[config.mk]
export PLATFORM = sky130hd
export DESIGN_NAME = huffman_encoder_flat
export DESIGN_NICKNAME = d
export VERILOG_FILES = /design/src/rtl/huffman_pkg.sv /design/src/rtl/huffman_encoder_if.sv /design/src/rtl/bit_serializer.sv /design/src/rtl/huffman_encoder.sv /design/src/flat_wrapper.sv
export SDC_FILE = /design/constraint.sdc
export NUM_CORES = 1
export LEC_CHECK = 0
export CAP_MARGIN = 10
export CORE_MARGIN = 2
export CORE_UTILIZATION = 49
export DETAILED_ROUTE_END_ITERATION = 12
export PLACE_DENSITY_LB_ADDON = 0.15
export SYNTH_ARGS = -nofsm -noshare
export SYNTH_HDL_FRONTEND = slang
export SYNTH_SLANG_ARGS = --single-unit
[constraint.sdc]
create_clock -name phi1 -period 2.35 [get_ports phi1]
set_clock_uncertainty 0.2 [all_clocks]
set_input_delay 0.47 -clock phi1 [delete_from_list [all_inputs] [get_ports phi1]]
set_output_delay 0.47 -clock phi1 [all_outputs]
set_load 0.005 [all_outputs]
[src/rtl/huffman_pkg.sv]
// Shared types and constants for the serial Huffman/coefficient encoder.
package huffman_pkg;

   localparam int MAX_CODE_LEN   = 9;
   localparam int COEF_W         = 10;
   localparam int MAX_COEFF_SIZE = 10;
   localparam int LEN_W          = 4;

   typedef enum logic [1:0] {
      ST_IDLE = 2'd0,
      ST_CODE = 2'd1,
      ST_COEF = 2'd2
   } state_t;

   // Negative coefficients are sent as one's complement (value - 1); the
   // serializer keeps only the low coeff_size bits of the result.
   function automatic logic [COEF_W-1:0] coef_magnitude(input logic [COEF_W-1:0] coef);
      return coef[COEF_W-1] ? (coef - COEF_W'(1)) : coef;
   endfunction

endpackage

[src/rtl/huffman_encoder_if.sv]
// Symbol-in / bitstream-out bundle of the Huffman encoder, including the code table lookup.
interface huffman_encoder_if;
   import huffman_pkg::*;

   logic                    sym_valid_s1;
   logic                    sym_ready_s1;
   logic [LEN_W-1:0]        run_length_s1;
   logic [LEN_W-1:0]        coeff_size_s1;
   logic [COEF_W-1:0]       coefficient_s1;
   logic [2*LEN_W-1:0]      table_addr_s1;
   logic [MAX_CODE_LEN-1:0] code_v1;
   logic [LEN_W-1:0]        code_len_v1;
   logic                    bitstream_s1;
   logic                    bit_valid_s1;
   logic                    error_s1;

   modport master (
      output sym_valid_s1, run_length_s1, coeff_size_s1, coefficient_s1, code_v1, code_len_v1,
      input  sym_ready_s1, table_addr_s1, bitstream_s1, bit_valid_s1, error_s1
   );

   modport slave (
      input  sym_valid_s1, run_length_s1, coeff_size_s1, coefficient_s1, code_v1, code_len_v1,
      output sym_ready_s1, table_addr_s1, bitstream_s1, bit_valid_s1, error_s1
   );

endinterface

[src/rtl/bit_serializer.sv]
// Loadable MSB-first shift register: the low i_len bits of i_data leave one per shift.
module bit_serializer
   import huffman_pkg::*;
#(
   parameter int W = 9
)
(
   input  logic             phi1,
   input  logic             reset_b,
   input  logic             i_load,
   input  logic [W-1:0]     i_data,
   input  logic [LEN_W-1:0] i_len,
   input  logic             i_shift,
   output logic             o_bit,
   output logic             o_last,
   output logic             o_busy
);

   logic [W-1:0]     r_shift;
   logic [LEN_W-1:0] r_cnt;
   logic [LEN_W:0]   w_pad;
   logic [W-1:0]     w_aligned;

   // Left-align the field so the MSB to send sits at the top; bits above i_len fall off.
   assign w_pad     = (LEN_W+1)'(W) - {1'b0, i_len};
   assign w_aligned = i_data << w_pad;

   always_ff @(posedge phi1) begin
      if (!reset_b) begin
         r_shift <= '0;
         r_cnt   <= '0;
      end else if (i_load) begin
         r_shift <= w_aligned;
         r_cnt   <= i_len;
      end else if (i_shift && (r_cnt != '0)) begin
         r_shift <= {r_shift[W-2:0], 1'b0};
         r_cnt   <= r_cnt - LEN_W'(1);
      end
   end

   assign o_bit  = r_shift[W-1];
   assign o_last = (r_cnt == LEN_W'(1));
   assign o_busy = (r_cnt != '0);

endmodule

[src/rtl/huffman_encoder.sv]
// Serializes Huffman code then coefficient magnitude bits per symbol, with back-to-back
// acceptance on the final bit and a sticky flag for illegal code/size combinations.
module huffman_encoder
   import huffman_pkg::*;
(
   input  logic              phi1,
   input  logic              reset_b,
   huffman_encoder_if.slave  bus
);

   state_t            r_state;
   state_t            w_state_next;
   logic              r_error;
   logic              w_error_next;
   logic              w_xfer;
   logic              w_illegal;
   logic              w_final;
   logic              w_load;
   logic              w_ready;
   logic              w_code_bit;
   logic              w_code_last;
   logic              w_code_busy;
   logic              w_coef_bit;
   logic              w_coef_last;
   logic              w_coef_busy;
   logic [COEF_W-1:0] w_coef_mag;

   assign bus.table_addr_s1 = {bus.run_length_s1, bus.coeff_size_s1};
   assign w_coef_mag        = coef_magnitude(bus.coefficient_s1);

   assign w_illegal = (bus.code_len_v1 == '0)
                   || (bus.code_len_v1   > LEN_W'(MAX_CODE_LEN))
                   || (bus.coeff_size_s1 > LEN_W'(MAX_COEFF_SIZE));

   // The final bit of a symbol is the last code bit when there is no coefficient field.
   assign w_final = ((r_state == ST_CODE) && w_code_last && !w_coef_busy)
                 || ((r_state == ST_COEF) && w_coef_last);

   assign w_ready          = (r_state == ST_IDLE) || w_final;
   assign bus.sym_ready_s1 = w_ready;
   assign w_xfer           = bus.sym_valid_s1 && w_ready;
   assign w_load           = w_xfer && !w_illegal;

   bit_serializer #(.W(MAX_CODE_LEN)) u_code_ser (
      .phi1    (phi1),
      .reset_b (reset_b),
      .i_load  (w_load),
      .i_data  (bus.code_v1),
      .i_len   (bus.code_len_v1),
      .i_shift (r_state == ST_CODE),
      .o_bit   (w_code_bit),
      .o_last  (w_code_last),
      .o_busy  (w_code_busy)
   );

   bit_serializer #(.W(COEF_W)) u_coef_ser (
      .phi1    (phi1),
      .reset_b (reset_b),
      .i_load  (w_load),
      .i_data  (w_coef_mag),
      .i_len   (bus.coeff_size_s1),
      .i_shift (r_state == ST_COEF),
      .o_bit   (w_coef_bit),
      .o_last  (w_coef_last),
      .o_busy  (w_coef_busy)
   );

   always_ff @(posedge phi1) begin
      if (!reset_b) begin
         r_state <= ST_IDLE;
         r_error <= 1'b0;
      end else begin
         r_state <= w_state_next;
         r_error <= w_error_next;
      end
   end

   always_comb begin
      w_state_next     = r_state;
      w_error_next     = r_error;
      bus.bit_valid_s1 = 1'b0;
      bus.bitstream_s1 = 1'b0;
      case (r_state)
         ST_IDLE: ;
         ST_CODE: begin
            bus.bit_valid_s1 = w_code_busy;
            bus.bitstream_s1 = w_code_bit;
            if (w_code_last) begin
               w_state_next = w_coef_busy ? ST_COEF : ST_IDLE;
            end
         end
         ST_COEF: begin
            bus.bit_valid_s1 = w_coef_busy;
            bus.bitstream_s1 = w_coef_bit;
            if (w_coef_last) begin
               w_state_next = ST_IDLE;
            end
         end
         default: w_state_next = ST_IDLE;
      endcase
      // A transfer only happens in IDLE or on a final bit, so it overrides the above.
      if (w_xfer) begin
         if (w_illegal) begin
            w_state_next = ST_IDLE;
            w_error_next = 1'b1;
         end else begin
            w_state_next = ST_CODE;
         end
      end
   end

   assign bus.error_s1 = r_error;

endmodule

[src/flat_wrapper.sv]
// flat-port wrapper written by rule: the top's interface ports become plain ports
module huffman_encoder_flat import huffman_pkg::*;
  (phi1, reset_b, bus_sym_valid_s1, bus_run_length_s1, bus_coeff_size_s1, bus_coefficient_s1, bus_code_v1, bus_code_len_v1, bus_sym_ready_s1, bus_table_addr_s1, bus_bitstream_s1, bus_bit_valid_s1, bus_error_s1);
  huffman_encoder_if bus_i ();
  input  logic phi1;
  input  logic reset_b;
  input wire logic [$bits(bus_i.sym_valid_s1)-1:0] bus_sym_valid_s1;
  input wire logic [$bits(bus_i.run_length_s1)-1:0] bus_run_length_s1;
  input wire logic [$bits(bus_i.coeff_size_s1)-1:0] bus_coeff_size_s1;
  input wire logic [$bits(bus_i.coefficient_s1)-1:0] bus_coefficient_s1;
  input wire logic [$bits(bus_i.code_v1)-1:0] bus_code_v1;
  input wire logic [$bits(bus_i.code_len_v1)-1:0] bus_code_len_v1;
  output wire logic [$bits(bus_i.sym_ready_s1)-1:0] bus_sym_ready_s1;
  output wire logic [$bits(bus_i.table_addr_s1)-1:0] bus_table_addr_s1;
  output wire logic [$bits(bus_i.bitstream_s1)-1:0] bus_bitstream_s1;
  output wire logic [$bits(bus_i.bit_valid_s1)-1:0] bus_bit_valid_s1;
  output wire logic [$bits(bus_i.error_s1)-1:0] bus_error_s1;
  assign bus_i.sym_valid_s1 = bus_sym_valid_s1;
  assign bus_i.run_length_s1 = bus_run_length_s1;
  assign bus_i.coeff_size_s1 = bus_coeff_size_s1;
  assign bus_i.coefficient_s1 = bus_coefficient_s1;
  assign bus_i.code_v1 = bus_code_v1;
  assign bus_i.code_len_v1 = bus_code_len_v1;
  assign bus_sym_ready_s1 = bus_i.sym_ready_s1;
  assign bus_table_addr_s1 = bus_i.table_addr_s1;
  assign bus_bitstream_s1 = bus_i.bitstream_s1;
  assign bus_bit_valid_s1 = bus_i.bit_valid_s1;
  assign bus_error_s1 = bus_i.error_s1;
  huffman_encoder u_core (.phi1(phi1), .reset_b(reset_b), .bus(bus_i));
endmodule
Word level (Yosys, flattened, before mapping)
Index checks and enable logic that the tools add are counted.

Input port bits: 34. Word-level logic and storage cells: 60. Output and inout bits: 12. Bits in registers: 30.

Multiplexer cells: 17. Reduce and logical (&&, ||, !) cells: 21. Add/subtract/negate cells: 5. Eq/ne operators: 7. Order comparisons: 2. Shifts and indexed selects: 2.

Operator list (number): $mux W10 (3); $mux W9 (2); $mux W4 (4); $shl A10 B5 Y10 (1); $sub A10 B1 Y10 const B (1); $sub A4 B4 Y5 const A (2); $shl A9 B5 Y9 (1); $eq A4 B1 Y1 const B (2); $gt A4 B4 Y1 const B (2); $mux W2 (4); $reduce_bool A4 Y1 (2); $sub A4 B1 Y4 const B (2); $logic_and A1 B1 Y1 (7); $ne A3 B1 Y1 const B (2); $pmux W2 S3 (1); $logic_not A4 Y1 (1); $logic_or A1 B1 Y1 (4); $pmux W1 S2 (2); $reduce_bool A2 Y1 (2); $reduce_and A3 Y1 (1); $eq A2 B1 Y1 const B (1); $eq A2 B2 Y1 const B (1); $logic_not A1 Y1 (2); $logic_not A2 Y1 (1); 3 further kinds (3).

Depth between registers and ports, before layout
Word-level depth: 8. Depth in mapped cells: 11. Mapped depth without buffers: 9.

Cells and area by module
A second synthesis with hierarchy kept.

Cells, all modules: 310. Area total of the unflattened synthesis: 2623.8 um2.

By module, submodules not included: bit_serializer at u_core.u_coef_ser (seq. area each 280.3 um2, cells an instance 129, area an instance 1112.3 um2, times used 1); bit_serializer at u_core.u_code_ser (seq. area each 260.2 um2, cells an instance 115, area an instance 1011.0 um2, times used 1); huffman_encoder (seq. area each 60.1 um2, cells an instance 66, area an instance 500.5 um2, times used 1).

Worst setup path after synthesis
OpenSTA, ideal clock, no wires.

Path kind: input -> register. Start point: input port bus_coefficient_s1[0]. End point: register u_core.u_coef_ser.r_shift[8]. Path buffers: 1. Library setup time: 0.118 ns. Required time: 2.032 ns. Data arrival time: 2.133 ns. Stages on the path: 9. Setup slack: -0.100 ns. Path through: buf_4 inv_1 ha_1 nand2_1 nor3_2 mux2_2 o41ai_1 o31ai_1 o2111a_1.

Longest elaborated chain between the ends: 4.

RTL lines: start: declaration (line flat_wrapper.sv:10) `input wire logic [$bits(bus_i.coefficient_s1)-1:0] bus_coefficient_s1;`; $sub A10 B1 Y10 (line huffman_pkg.sv:18) `return coef[COEF_W-1] ? (coef - COEF_W'(1)) : coef;`; $mux W10 (*) (line huffman_pkg.sv:18); $shl A10 B5 Y10 (*) (line bit_serializer.sv:26) `assign w_aligned = i_data << w_pad;`; $mux W10 (*) (line bit_serializer.sv:32) `end else if (i_load) begin`; end signal: assignment (line bit_serializer.sv:33) `r_shift <= w_aligned;`; end signal: assignment (line bit_serializer.sv:36) `r_shift <= {r_shift[W-2:0], 1'b0};`; end: declaration (line bit_serializer.sv:19) `logic [W-1:0] r_shift;`.

Mark *: on every way between the ends. The rest lies on a longest branch, timed or not. A chain may end at the register's enable or synchronous reset.

Final worst setup path
Start point: register u_core.u_coef_ser.r_cnt[1]. End point: register u_core.u_coef_ser.r_shift[7].

Longest elaborated chain between the ends: 8. Elaborated cells on any way between the ends: 12. Classes of those cells: eq/ne: 1; mux: 1; reduce/logical: 10.

RTL lines: start: declaration (line bit_serializer.sv:20) `logic [LEN_W-1:0] r_cnt;`; start signal: assignment (line bit_serializer.sv:34) `r_cnt <= i_len;`; start signal: assignment (line bit_serializer.sv:37) `r_cnt <= r_cnt - LEN_W'(1);`; $reduce_bool A4 Y1 (line bit_serializer.sv:35, bit_serializer.sv:43); $logic_not A1 Y1 (line huffman_encoder.sv:36) `assign w_final = ((r_state == ST_CODE) && w_code_last && !w_coef_busy)`; $logic_and A1 B1 Y1 (line huffman_encoder.sv:36); $logic_or A1 B1 Y1 (line huffman_encoder.sv:37) `|| ((r_state == ST_COEF) && w_coef_last);`; $logic_or A1 B1 Y1 (line huffman_encoder.sv:39) `assign w_ready = (r_state == ST_IDLE) || w_final;`; $logic_and A1 B1 Y1 (line huffman_encoder.sv:41) `assign w_xfer = bus.sym_valid_s1 && w_ready;`; $logic_and A1 B1 Y1 (line huffman_encoder.sv:42) `assign w_load = w_xfer && !w_illegal;`; $mux W10 / $reduce_bool A2 Y1 (equally long branches).

Several ways; a longest one is shown, not always the timed one.

==> out/results.tsv <==
stage	metric	value	unit
layout	Final Util	73.87	%
critical_path	Worst setup SP type	flip-flop	
route	mean routed wirelength per cell	15.85	µm
synthesis	synth warn	0	
place	port bufs	37	
sta	final slew viol count	0	
job	max_cap viols	0	
clock_network	clk slew on worst S/H paths	0.06	ns
global_routing	met1 GRT Util	39.59	%
critical_path	CP Cell Sequence	inv_2, ha_4, or3b_4, o211ai_4, and4_4, nand3_4, a311o_1, a211oi_2	
pwr	VDD IR max	0.0003588	V
sta	RSZ-0062 raised after global routing	yes	
pwr	Switch Pwr	0.5624	mW
sta	Hold WS	0.2899	ns
global_routing	GR Util met3	3.933	%
critical_path	Worst path max stage delay	0.40	ns
route	Vias	3183	
synthesis	Post-Syn Area	0.002872	mm²
synthesis	Seq/Total Area, Yosys	20.92	%
run_status	outcome	complete, but fails checks	
synthesis	Yosys top cell area share	20.92	%
layout	share of cells above drive strength 1	29.60	%
synthesis	number of flops mapped to enable cells by yosys	0	
die	row cnt	27	
critical_path	Crit path max-delay family	simple AND/OR/NAND/NOR gates	
die	die area	0.006488	mm²
pwr	clock network power share	23.8	%
sta	Max Freq	0.4195	GHz
pwr	Seq pwr share	34.3	%
critical_path	Worst setup EP type	flip-flop	
clock_network	Num CTS Buffers	5	
layout	Antenna diodes	0	
global_routing	GR Overflow Total	0	
clock_network	Root Driver	clkbuf_8	
synthesis	Primary FF master, synth	dfxtp_1	
sta	worst setup margin	-0.03379	ns
die	Die X	80.55	µm
pwr	Internal Power	1.089	mW
critical_path	CP required	2.34	ns
hold_path	Hold Crit Class	flip-flop to flip-flop	
sta	Final Critical Period	2.384	ns
synthesis	Post-Syn Area per Cell	7.517	µm²
sta	final period utilization	101.4	%
global_routing	grt peak-use layer	met2	
clock_network	CTS tree	yes	
die	# IOs	46	
critical_path	worst setup path class	flip-flop to flip-flop	
layout	# nets final	519	
synthesis	async set or reset register ratio after synthesis	0	%
sta	worst-margin pin slew	0.3884	ns
route	drt initial violations	198	
clock_network	hold buffers post-CTS	0	
layout	Area Growth Syn to Fin	43.40	%
route	Post-route DRC	0	
sta	Max-slew headroom	73.95	%
critical_path	CP max stage cell	or3b_4	
route	WL final	8639	µm
clock_network	Clock Sink Count	30	
die	Chip Height	80.55	µm
global_routing	antenna violations before repair	0	
synthesis	Yosys cell types	65	
synthesis	Area contributors post-synth	dfxtp_1 (21%), mux2i_1 (8.0%), nand2_1 (6.3%)	
die	Starting Density	51.52	%
critical_path	Worst Path Buf+Inv	1	
critical_path	crit path DAT	2.38	ns
global_routing	vias in the first global route	2954	
global_routing	GR Util met2	42.50	%
global_routing	global-route wire length before repair	13960	µm
run_status	failing checks	negative setup slack	
pwr	power per cell area	401.0	mW/mm²
sta	final hold violations	0	
route	remaining antenna violation count	0	
global_routing	Total GRT Usage	27.33	%
critical_path	worst-path fanout max	5	
clock_network	Max clock buf depth	2	
route	drt pass-1 iters	5	
layout	Layout fillers	436	
clock_network	htree depth	2	
synthesis	Yosys top cell by area	dfxtp_1	
synthesis	Yosys reg bits	30	
die	Core ar.	0.005574	mm²
pwr	Leak	1.758	nW
place	dpl hpwl	6392	µm
route	routed vias/inst	5.840	
synthesis	Syn Nets	428	
clock_network	Skew-Pair Late Insertion Delay	0.28	ns
place	Placer Congestion	0.9290	
synthesis	Gate Count Post-Synth	382	
pwr	Comb power frac	42.0	%
pwr	switch share	34.06	%
global_routing	largest net degree at the start of global routing	25	
sta	final setup violation count	1	
## per-layer routing
layer,vias up,share of wire (%)
met2,103,45
met1,1507,47
met5,-,0
met4,0,1.3
met3,13,5.9
li1,1560,-
## worst register-to-register path, delay by kind of cell, from the launching register on
kind | cells | cell delay [ns]
AOI/OAI and AO/OA | 3 | 0.76
adders and majority gates | 1 | 0.12
buffers and inverters | 1 | 0.07
DFF | 1 | 0.32
and+or+nand+nor | 3 | 0.84
## final timing paths
| kind | start | endpoint | slack [ns] | cells after the start |
|---|---|---|---|---|
| max | u_core.u_coef_ser.r_cnt[1]$_SDFFE_PN0P_ | u_core.u_coef_ser.r_shift[7]$_SDFFE_PN0P_ | -0.03 | 8 |
| min | u_core.u_code_ser.r_shift[1]$_SDFFE_PN0P_ | u_core.u_code_ser.r_shift[1]$_SDFFE_PN0P_ | 0.29 | 2 |
| max reg2reg | u_core.u_coef_ser.r_cnt[1]$_SDFFE_PN0P_ | u_core.u_coef_ser.r_shift[7]$_SDFFE_PN0P_ | -0.03 | 8 |
| min reg2reg | u_core.u_code_ser.r_shift[1]$_SDFFE_PN0P_ | u_core.u_code_ser.r_shift[1]$_SDFFE_PN0P_ | 0.29 | 2 |
## power groups by stage
stage / registers, mW / clock network (mW) / logic, mW
finish: 0.566 / 0.392 / 0.693
floorplan: 0.567 / 0 / 0.353
global placement: 0.572 / 0 / 0.597
CTS: 0.563 / 0.393 / 0.645
global route: 0.569 / 0.424 / 0.750
detailed placement: 0.573 / 0 / 0.607
## cell usage after synthesis, types with 5 or more instances
| cell | count |
|---|---|
| ha_1 | 12 |
| mux2i_1 | 23 |
| nand3_1 | 10 |
| mux2_2 | 8 |
| nor3_1 | 7 |
| inv_1 | 18 |
| nor2_1 | 41 |
| buf_4 | 10 |
| buf_2 | 6 |
| xnor2_1 | 12 |
| o21ai_0 | 24 |
| nand2_1 | 48 |
| a21oi_1 | 17 |
| clkbuf_1 | 14 |
| a211oi_1 | 7 |
| dfxtp_1 | 30 |
| a31oi_1 | 5 |
## sequential cells by signal (all words and copies together) (netlist names)
register and cells:
u_core.u_coef_ser.r_cnt 4, u_core.r_state 2, u_core.bus.error_s1 1, u_core.u_coef_ser.r_shift 10, u_core.u_code_ser.r_cnt 4, u_core.u_code_ser.r_shift 9
## cell families (layout without fill, tap and decap cells)
group                      Yosys count  in the layout  share of synthesized area, %
AOI/OAI and AO/OA                   96             96                         23.27
xor gates and xnor gates            16             16                         4.880
adders and majority gates           12             12                         5.229
buffers and inverters               51            142                         8.235
DFF                                 30             30                         20.92
muxes                               31             31                         11.15
and+or+nand+nor                    146            146                         26.32
## cell type report
cell class	count	area (µm²)	area share, %
multi-input combinational	301	2285	55.48
clock buffer	7	76.32	1.854
sequential	30	603.1	14.65
timing repair buffer	116	992.2	24.10
inverter	19	71.32	1.732
tap	72	90.09	2.188
## per-stage QoR
| step | power [mW] | TNS (ns) | cell area [µm²] | setup slack, ns | std cells |
|---|---|---|---|---|---|
| after floorplan | 0.9196 | 0 | 2893 | 0.01304 | 382 |
| after global placement | 1.169 | -9.546 | 3729 | -0.4934 | 531 |
| after detailed placement | 1.180 | -10.19 | 3729 | -0.5333 | 531 |
| after CTS | 1.601 | -0.04015 | 3959 | -0.02758 | 542 |
| after global routing | 1.743 | -1.054 | 4118 | -0.1317 | 545 |
| final | 1.651 | -0.03379 | 4118 | -0.03379 | 545 |
## what timing repair did
action / 4_1_cts / 5_1_grt
setup endpoints to repair: 22 / 23
gates resized for setup: 47 / 38
setup buffers: 4 / 5
pin swaps: 12 / 17
gates cloned: 0 / 0
## cell usage in the layout (no fill, tap or decap), drive strengths merged, types with 4 or more instances in the layout
cell type | synthesis | layout
buf | 18 | 80
nand2 | 48 | 48
nor2 | 41 | 41
dfxtp | 30 | 30
o21ai | 24 | 24
mux2i | 23 | 23
clkdlybuf4s50 | 0 | 22
inv | 18 | 18
a21oi | 17 | 17
xnor2 | 12 | 12
dlygate4sd2 | 0 | 12
ha | 12 | 12
nand3 | 11 | 11
nor3 | 8 | 8
mux2 | 8 | 8
a211oi | 7 | 7
clkbuf | 14 | 7
a31oi | 5 | 5
o211a | 4 | 4
xor2 | 4 | 4
and3 | 4 | 4
o22a | 4 | 4
or4 | 4 | 4
nor4 | 4 | 4
o31ai | 4 | 4
(Power assumes the default switching activity.)
==> RTL change, RTL diff (config.mk and constraints unchanged) <==
`LEN_W`: 4 -> 8.
--- a/src/rtl/huffman_pkg.sv
+++ b/src/rtl/huffman_pkg.sv
@@ -4,7 +4,7 @@
    localparam int MAX_CODE_LEN   = 9;
    localparam int COEF_W         = 10;
    localparam int MAX_COEFF_SIZE = 10;
-   localparam int LEN_W          = 4;
+   localparam int LEN_W          = 8;
 
    typedef enum logic [1:0] {
       ST_IDLE = 2'd0,
Interface: changed (resized bus_code_len_v1, bus_coeff_size_s1, bus_run_length_s1 and bus_table_addr_s1); port bits go from 46 to 66. The function was not compared with the original's and may differ.
==> RTL change against the unedited design <==
- the flow still finishes with violations (negative setup slack)
- worst setup slack got worse by 0.18 ns
- synthesized cell count increased by 11%
- clock power increased by 14%
- total power decreased by 3.0%
- die area increased by 12%
- synthesized area increased by 13%
- critical endpoint is now u_core.u_code_ser.r_shift[1]
- hold slack got worse by 0.016 ns
- largest cell class unchanged
- sequential cell count increased by 8
- wire length increased by 24%
- design area increased by 21%
- combinational power decreased by 27%
==> RTL change: results <==
# TYPE chip_impl_metric gauge
chip_impl_info{name="run_status",value="finished with violations"} 1
chip_impl_info{name="failed_checks",value="negative setup slack"} 1
chip_impl_metric{name="worst-path-max-fanout",unit=""} 6
chip_impl_metric{name="fin_tns_setup",unit="ns"} -4.09
chip_impl_metric{name="worst_ir_drop_vdd",unit="V"} 0.000297
chip_impl_metric{name="insertion_delay",unit="ns"} 0.30
chip_impl_info{name="hold_path_startpoint",value="u_core.bus.error_s1"} 1
chip_impl_metric{name="synth_cell_type_count",unit=""} 66
chip_impl_info{name="synth.top_cells.by_area",value="sky130_fd_sc_hd__dfxtp_1 23%, sky130_fd_sc_hd__nand2_1 5.9%, sky130_fd_sc_hd__nor2_1 4.5%, sky130_fd_sc_hd__ha_1 4.2%, sky130_fd_sc_hd__buf_4 3.7%"} 1
chip_impl_metric{name="place_ws",unit="ns"} -0.814
chip_impl_info{name="worst_setup_path_endpoint",value="u_core.u_code_ser.r_shift[1]"} 1
chip_impl_metric{name="number_of_global_route_vias_before_repair",unit=""} 3736
chip_impl_metric{name="synth_xor_xnor_area_share",unit="%"} 6.48
chip_impl_info{name="critical_path.startpoint",value="bus_coeff_size_s1[7]"} 1
chip_impl_metric{name="io_buffers",unit=""} 49
chip_impl_metric{name="critPathArrivalTime",unit="ns"} 2.61
chip_impl_metric{name="gp_congestion",unit=""} 0.893
chip_impl_metric{name="crit_path_setup_slack_layout",unit="ns"} -0.216
chip_impl_metric{name="globalRouteTotalUtil",unit="%"} 28.1
chip_impl_metric{name="syn-num-nets",unit=""} 480
chip_impl_metric{name="relSlewSlack",unit="%"} 53.2
chip_impl_metric{name="cellLeakagePower",unit="nW"} 2.00
chip_impl_metric{name="setup_viol",unit=""} 28
chip_impl_metric{name="synth.mux.area_fraction",unit="%"} 5.83
chip_impl_metric{name="routed-via-count",unit=""} 3786
chip_impl_metric{name="place.detailed.hpwl",unit="um"} 6940
-- RTL change: per-stage QoR --
step	instance area, sq um	power [mW]
final	4980	1.60
after floorplan	3280	0.873
after CTS	4800	1.56
after global routing	4980	1.66
after detailed placement	4320	1.09
after global placement	4320	1.09
-- RTL change: worst min path at each step --
stage | slack (ns) | endpoint | cells past startpoint
CTS | 0.28 | u_core.bus.error_s1 | 1
floorplan | 0.26 | u_core.bus.error_s1 | 1
global route | 0.30 | u_core.bus.error_s1 | 1
global placement | 0.25 | u_core.bus.error_s1 | 1
detailed placement | 0.26 | u_core.bus.error_s1 | 1
finish | 0.27 | u_core.bus.error_s1 | 1
-- RTL change: layer usage --
layer / part of all wire [%] / global-route usage, % / vias to the layer above
li1: - / - / 1788
met1: 41 / 34.0 / 1782
met2: 51 / 48.9 / 168
met3: 4.8 / 4.77 / 48
met4: 4.0 / 12.1 / 0
met5: 0 / 0 / -
-- RTL change: logic make-up (layout without fill, tap and decap cells) --
| kind of cell | Yosys count | in the layout |
|---|---|---|
| AO/OA/AOI/OAI | 97 | 97 |
| XOR/XNOR | 24 | 24 |
| adder cells (fa/ha/maj) | 11 | 11 |
| buffers and inverters | 61 | 180 |
| flip-flops | 38 | 38 |
| multiplexers | 18 | 18 |
| AND/OR/NAND/NOR | 174 | 177 |
-- RTL change: layout make-up --
class / count / area [sq um] / share of cell area (%)
multi-input combinational: 327 / 2650 / 53.2
timing repair buffer: 155 / 1320 / 26.5
sequential: 38 / 766 / 15.4
tap: 77 / 96.3 / 1.93
clock buffer: 5 / 68.8 / 1.38
inverter: 18 / 67.6 / 1.36
clock inverter: 2 / 10.0 / 0.201
-- RTL change: power breakdown --
group          switching (mW)  total, mW  internal (mW)  leakage, nW
Combinational           0.257      0.508          0.251         1.65
Clock                   0.249      0.448          0.200       0.0438
Sequential           0.000831      0.646          0.645        0.308
Total                   0.506       1.60           1.10         2.00
-- RTL change: timing repair --
action,in CTS,in global routing
hold buffers,0,0
endpoints found under the setup margin,41,38
buffers inserted,9,6
cloned,3,1
gates resized for setup,107,38
pin swaps,30,16
hold endpoints to repair,0,0
